## src/rtl/shift_seq_if.sv

```systemverilog
// Request/response bundle between the shift sequencer and the stage that drives it.
// The requester uses the master modport; the sequencer uses the slave modport.
interface shift_seq_if #(
   parameter int WIDTH = 32,
   parameter int SHW   = 5
);
   logic             start;
   logic [WIDTH-1:0] data;
   logic [SHW-1:0]   amt;
   logic [1:0]       op;
   logic             busy;
   logic             done;
   logic [WIDTH-1:0] result;

   modport master (
      output start, data, amt, op,
      input  busy, done, result
   );

   modport slave (
      input  start, data, amt, op,
      output busy, done, result
   );
endinterface

```

## src/rtl/shift_seq.sv

```systemverilog
// Multi-cycle shift sequencer: moves the operand one bit per clock until the
// captured amount is exhausted, then raises done for a single cycle.
module shift_seq #(
   parameter int WIDTH = 32,
   parameter int SHW   = 5
) (
   input  logic       clock,
   input  logic       resetn,
   shift_seq_if.slave bus
);

   localparam logic [1:0] ST_IDLE  = 2'b00;
   localparam logic [1:0] ST_SHIFT = 2'b01;
   localparam logic [1:0] ST_DONE  = 2'b10;

   localparam logic [SHW-1:0] CNT_ZERO = {SHW{1'b0}};
   localparam logic [SHW-1:0] CNT_ONE  = {{(SHW-1){1'b0}}, 1'b1};

   logic [1:0]       state_q,  state_d;
   logic [SHW-1:0]   count_q,  count_d;
   logic [1:0]       op_q,     op_d;
   logic [WIDTH-1:0] result_q, result_d;
   logic             busy_q;
   logic             done_q;

   // Next-state, shift-register and down-counter logic.
   always_comb begin
      state_d  = state_q;
      count_d  = count_q;
      op_d     = op_q;
      result_d = result_q;
      case (state_q)
         ST_IDLE: begin
            if (bus.start) begin
               result_d = bus.data;
               count_d  = bus.amt;
               op_d     = bus.op;
               if (bus.amt == CNT_ZERO) begin
                  state_d = ST_DONE;
               end else begin
                  state_d = ST_SHIFT;
               end
            end else begin
               state_d = ST_IDLE;
            end
         end
         ST_SHIFT: begin
            case (op_q)
               2'b00:   result_d = {1'b0, result_q[WIDTH-1:1]};
               2'b01:   result_d = {result_q[WIDTH-2:0], 1'b0};
               2'b10:   result_d = {result_q[WIDTH-1], result_q[WIDTH-1:1]};
               2'b11:   result_d = {result_q[0], result_q[WIDTH-1:1]};
               default: result_d = result_q;
            endcase
            count_d = count_q - CNT_ONE;
            if (count_q == CNT_ONE) begin
               state_d = ST_DONE;
            end else begin
               state_d = ST_SHIFT;
            end
         end
         ST_DONE: begin
            state_d = ST_IDLE;
         end
         default: begin
            state_d = ST_IDLE;
         end
      endcase
   end

   // State registers; busy/done are registered from the next state so they track it exactly.
   always_ff @(posedge clock or negedge resetn) begin
      if (!resetn) begin
         state_q  <= ST_IDLE;
         count_q  <= CNT_ZERO;
         op_q     <= 2'b00;
         result_q <= {WIDTH{1'b0}};
         busy_q   <= 1'b0;
         done_q   <= 1'b0;
      end else begin
         state_q  <= state_d;
         count_q  <= count_d;
         op_q     <= op_d;
         result_q <= result_d;
         busy_q   <= (state_d != ST_IDLE);
         done_q   <= (state_d == ST_DONE);
      end
   end

   assign bus.busy   = busy_q;
   assign bus.done   = done_q;
   assign bus.result = result_q;

endmodule

```

## src/flat_wrapper.sv

```systemverilog
// flat-port wrapper written by rule: the top's interface ports become plain ports
module shift_seq_flat 
#(
   parameter int WIDTH = 32,
   parameter int SHW   = 5
)
  (clock, resetn, bus_start, bus_data, bus_amt, bus_op, bus_busy, bus_done, bus_result);
  shift_seq_if #(.WIDTH(WIDTH), .SHW(SHW)) bus_i ();
  input  logic clock;
  input  logic resetn;
  input wire logic [$bits(bus_i.start)-1:0] bus_start;
  input wire logic [$bits(bus_i.data)-1:0] bus_data;
  input wire logic [$bits(bus_i.amt)-1:0] bus_amt;
  input wire logic [$bits(bus_i.op)-1:0] bus_op;
  output wire logic [$bits(bus_i.busy)-1:0] bus_busy;
  output wire logic [$bits(bus_i.done)-1:0] bus_done;
  output wire logic [$bits(bus_i.result)-1:0] bus_result;
  assign bus_i.start = bus_start;
  assign bus_i.data = bus_data;
  assign bus_i.amt = bus_amt;
  assign bus_i.op = bus_op;
  assign bus_busy = bus_i.busy;
  assign bus_done = bus_i.done;
  assign bus_result = bus_i.result;
  shift_seq #(.WIDTH(WIDTH), .SHW(SHW)) u_core (.clock(clock), .resetn(resetn), .bus(bus_i));
endmodule
```

## config.mk

```make
export PLATFORM = sky130hd
export DESIGN_NAME = shift_seq_flat
export DESIGN_NICKNAME = d
export VERILOG_FILES = /design/src/rtl/shift_seq_if.sv /design/src/rtl/shift_seq.sv /design/src/flat_wrapper.sv
export SDC_FILE = /design/constraint.sdc
export NUM_CORES = 1
export LEC_CHECK = 0
export ABC_AREA = 1
export CORE_MARGIN = 4
export CORE_UTILIZATION = 47
export DETAILED_ROUTE_END_ITERATION = 8
export GPL_ROUTABILITY_DRIVEN = 0
export PLACE_DENSITY = 0.81
export SYNTH_ARGS = -nofsm -noshare
export SYNTH_HDL_FRONTEND = slang
export SYNTH_SLANG_ARGS = --single-unit
```

## constraint.sdc

```tcl
create_clock -name clock -period 1.5 [get_ports clock]
set_input_delay 0.3 -clock clock [delete_from_list [all_inputs] [get_ports clock]]
set_output_delay 0.3 -clock clock [all_outputs]
set_load 0.1 [all_outputs]
```

==> metrics, run 1 <==
sequential cell area around 0.0011 mm²; worst hold margin ~0.52 ns; Vias roughly 2700; Final Non-Filler Cells approximately 500; WS Path Type flop to flop; initial drt markers 234; die area 0.00670 mm²; port bufs 75; Max Slew Vio Count 0; Post-Syn Area around 0.0026 mm²; CP Data Required Time 1.71 ns; Multi-input gate area about 0.0012 mm²; vias in the first global route 2620; final worst slack about 0.18 ns; Max FO, Critical Path 19; r2r endpoint u_core.bus.result[17]$_DFFE_PN0P_; CP top delay family flip-flops; CP peak stage delay 0.44 ns; Skew-Pair Late Insertion Delay 0.29 ns; Yosys top cell area share between 40% and 50%; actual slew at the worst max-slew pin ~0.26 ns; Post-synth EDFFs 0; HP Class primary input to asynchronous set/reset pin; synth-to-layout area growth 50.4%; highest achievable clock rate between 0.7 and 0.8 GHz; Setup WS pre-CTS -0.0510 ns; WL/cell 14.0 µm; Worst EP arrival 1.53 ns; total CTS buffers 5; dominant cell type by area after synthesis dfrtp_1; post-CTS setup buffers 0; Synth Flop Type dfrtp_1; Slowest cell on crit path dfrtp_1; layout cells sized above 1 ~14%; CTS max path bufs 2; Die Height slightly above 80 µm; DP HPWL 5100 µm; Die X slightly above 80 µm; most frequent cell after synthesis nand3_1; Final #Nets between 400 and 500; Critical Path End Type flop; Max Cap Violations 0; Synthesized Nets between 400 and 500; post-route ant nets 0; Worst R2R Path Depth 6; #FFs+latches synth 43; Starting Density between 40% and 50%; initial antenna violation count 0; Slew Limit Headroom just over 80%; # IOs between 70 and 80; reg-to-reg setup timing slack between 0.15 and 0.2 ns; cell count after synthesis between 300 and 400; stages on the worst setup path 6; Tcrit/Tclk final 87.9%; Max Clock Skew between 0.003 and 0.004 ns; Worst Path Buf+Inv 2; Clock Root Buffer clkbuf_8; pin count of the biggest net entering global routing 44; Fillers about 400; final setup vio count 0; Area contributors post-synth dfrtp_1 (42%), nand3_1 (13%), nand2_1 (8.6%), o21ai_0 (7.0%), nor2_1 (6.3%); most used cell, CP nand2_1; diode count 0; RR Startpoint u_core.op_q[1]$_DFFE_PN0P_; RSZ-0062 raised after global routing no; CTS tree built; CTS sink cnt between 40 and 50; core footprint between 0.005 and 0.006 mm²; final wirelength a little over 7000 µm; H-tree depth 2; Mean Syn Cell Area 7.16 µm²; row count 26; placed cells between 400 and 500; first drt pass iteration count 7; Async SR Flop Fraction 100%; status complete, no violations; DRC Markers 0; crit-path cells inv_4 -> nand2_1 -> buf_4 -> nand2_1 -> nand3_1 -> a21oi_1; post-synthesis sequential area ratio 42.0%; grt ovf 0; minimum clock period 1.32 ns; routed vias/inst between 5 and 6; synth cell count leaders nand3_1 (66), nand2_1 (59), dfrtp_1 (43), nor2_1 (43), inv_1 (39); Yosys cell types 23; Fin. Hold Viols 0; startpoint types flop; global-route wire length before repair around 12000 µm; clock slew at reported path FFs ~0.08 ns; GRT Total Usage between 20% and 30%; Synth Warn # 0
[state kept, by name, indices dropped and copies added, names as in the netlist]
name	cells
u_core.bus.result	32
u_core.count_q	5
u_core.op_q	2
u_core.state_q	2
u_core.bus.busy	1
u_core.bus.done	1
[logic make-up after synthesis]
| kind of cell | synth area share [%] |
|---|---|
| xor gates and xnor gates | 0.342 |
| DFF | 42.0 |
| buffers and inverters | 12.5 |
| AOI/OAI and AO/OA | 13.9 |
| adders and majority gates | 0.976 |
| and+or+nand+nor | 30.3 |
[per-stage QoR]
stage               util [%]  instance area (µm²)  setup TNS (ns)
floorplan                  -                 2560               0
global placement        72.4                 3770               0
detailed placement      72.4                 3770          -0.349
CTS                     74.0                 3850               0
global route            74.0                 3850               0
finish                  74.0                 3850               0
[worst register-to-register path, stage by stage (launching register included)]
cell and delay [ns]:
dfrtp_1 0.44, inv_4 0.18, nand2_1 0.10, buf_4 0.21, nand2_1 0.08, nand3_1 0.07, a21oi_1 0.15
[cell type report]
| type | instances | area share [%] |
|---|---|---|
| repair buffers | 92 | 33.5 |
| multi-input cells | 249 | 30.3 |
| flip-flops and latches | 43 | 27.9 |
| inverters | 42 | 4.16 |
| well taps | 70 | 2.27 |
| clock buffers | 6 | 1.88 |
[layer usage]
layer	wire [µm]	GRT usage, %	up-vias	part of all wire (%)
met3	485	3.18	9	6.9
met5	0	0	-	0
met4	99	7.14	0	1.4
li1	-	-	1308	-
met2	3510	39.4	132	50
met1	2950	27.8	1268	42
[what timing repair did]
item / CTS / global route
hold endpoints to repair: 43 / 0
resized for setup: 0 / 1
endpoints found under the setup margin: 0 / 1
hold buffers: 1 / 0
[cells in the final DEF, fill, tap and decap left out, types with 2 or more instances in the layout]
master / Yosys / layout
inv_1: 39 / 39
clkbuf_8: 0 / 5
o21ai_0: 36 / 36
nand2_1: 59 / 59
a21oi_1: 31 / 31
clkdlybuf4s50_1: 0 / 40
ha_1: 2 / 2
dfrtp_1: 43 / 43
inv_2: 3 / 2
buf_4: 3 / 10
nand3_1: 66 / 66
o21ai_1: 3 / 3
nor2_1: 43 / 43
buf_12: 0 / 40
[worst max path at each step]
stage,to,from
4_1_cts,u_core.bus.result[17]$_DFFE_PN0P_,u_core.op_q[1]$_DFFE_PN0P_
2_1_floorplan,u_core.bus.result[31]$_DFFE_PN0P_,u_core.bus.result[30]$_DFFE_PN0P_
5_1_grt,u_core.bus.result[13]$_DFFE_PN0P_,u_core.op_q[1]$_DFFE_PN0P_
3_5_place_dp,u_core.bus.result[4]$_DFFE_PN0P_,bus_start
6_report,u_core.bus.result[17]$_DFFE_PN0P_,u_core.op_q[1]$_DFFE_PN0P_
3_3_place_gp,u_core.bus.result[31]$_DFFE_PN0P_,bus_start
Power of run 1 is left out: the tool's default activity adds up to more than one toggle a clock period on the data nets, which glitch-free logic cannot reach.
==> inputs of run 2 (changes only) <==
--- a/config.mk
+++ b/config.mk
@@ -6,8 +6,10 @@
 export NUM_CORES = 1
 export LEC_CHECK = 0
 export ABC_AREA = 1
+export CAP_MARGIN = 10
 export CORE_MARGIN = 4
 export CORE_UTILIZATION = 47
+export CTS_CLUSTER_DIAMETER = 30
 export DETAILED_ROUTE_END_ITERATION = 8
 export GPL_ROUTABILITY_DRIVEN = 0
 export PLACE_DENSITY = 0.81
==> results of run 2 <==
Final layout, timing and power as in run 1 (identical DEF).
Power of run 2 is left out for the same reason.
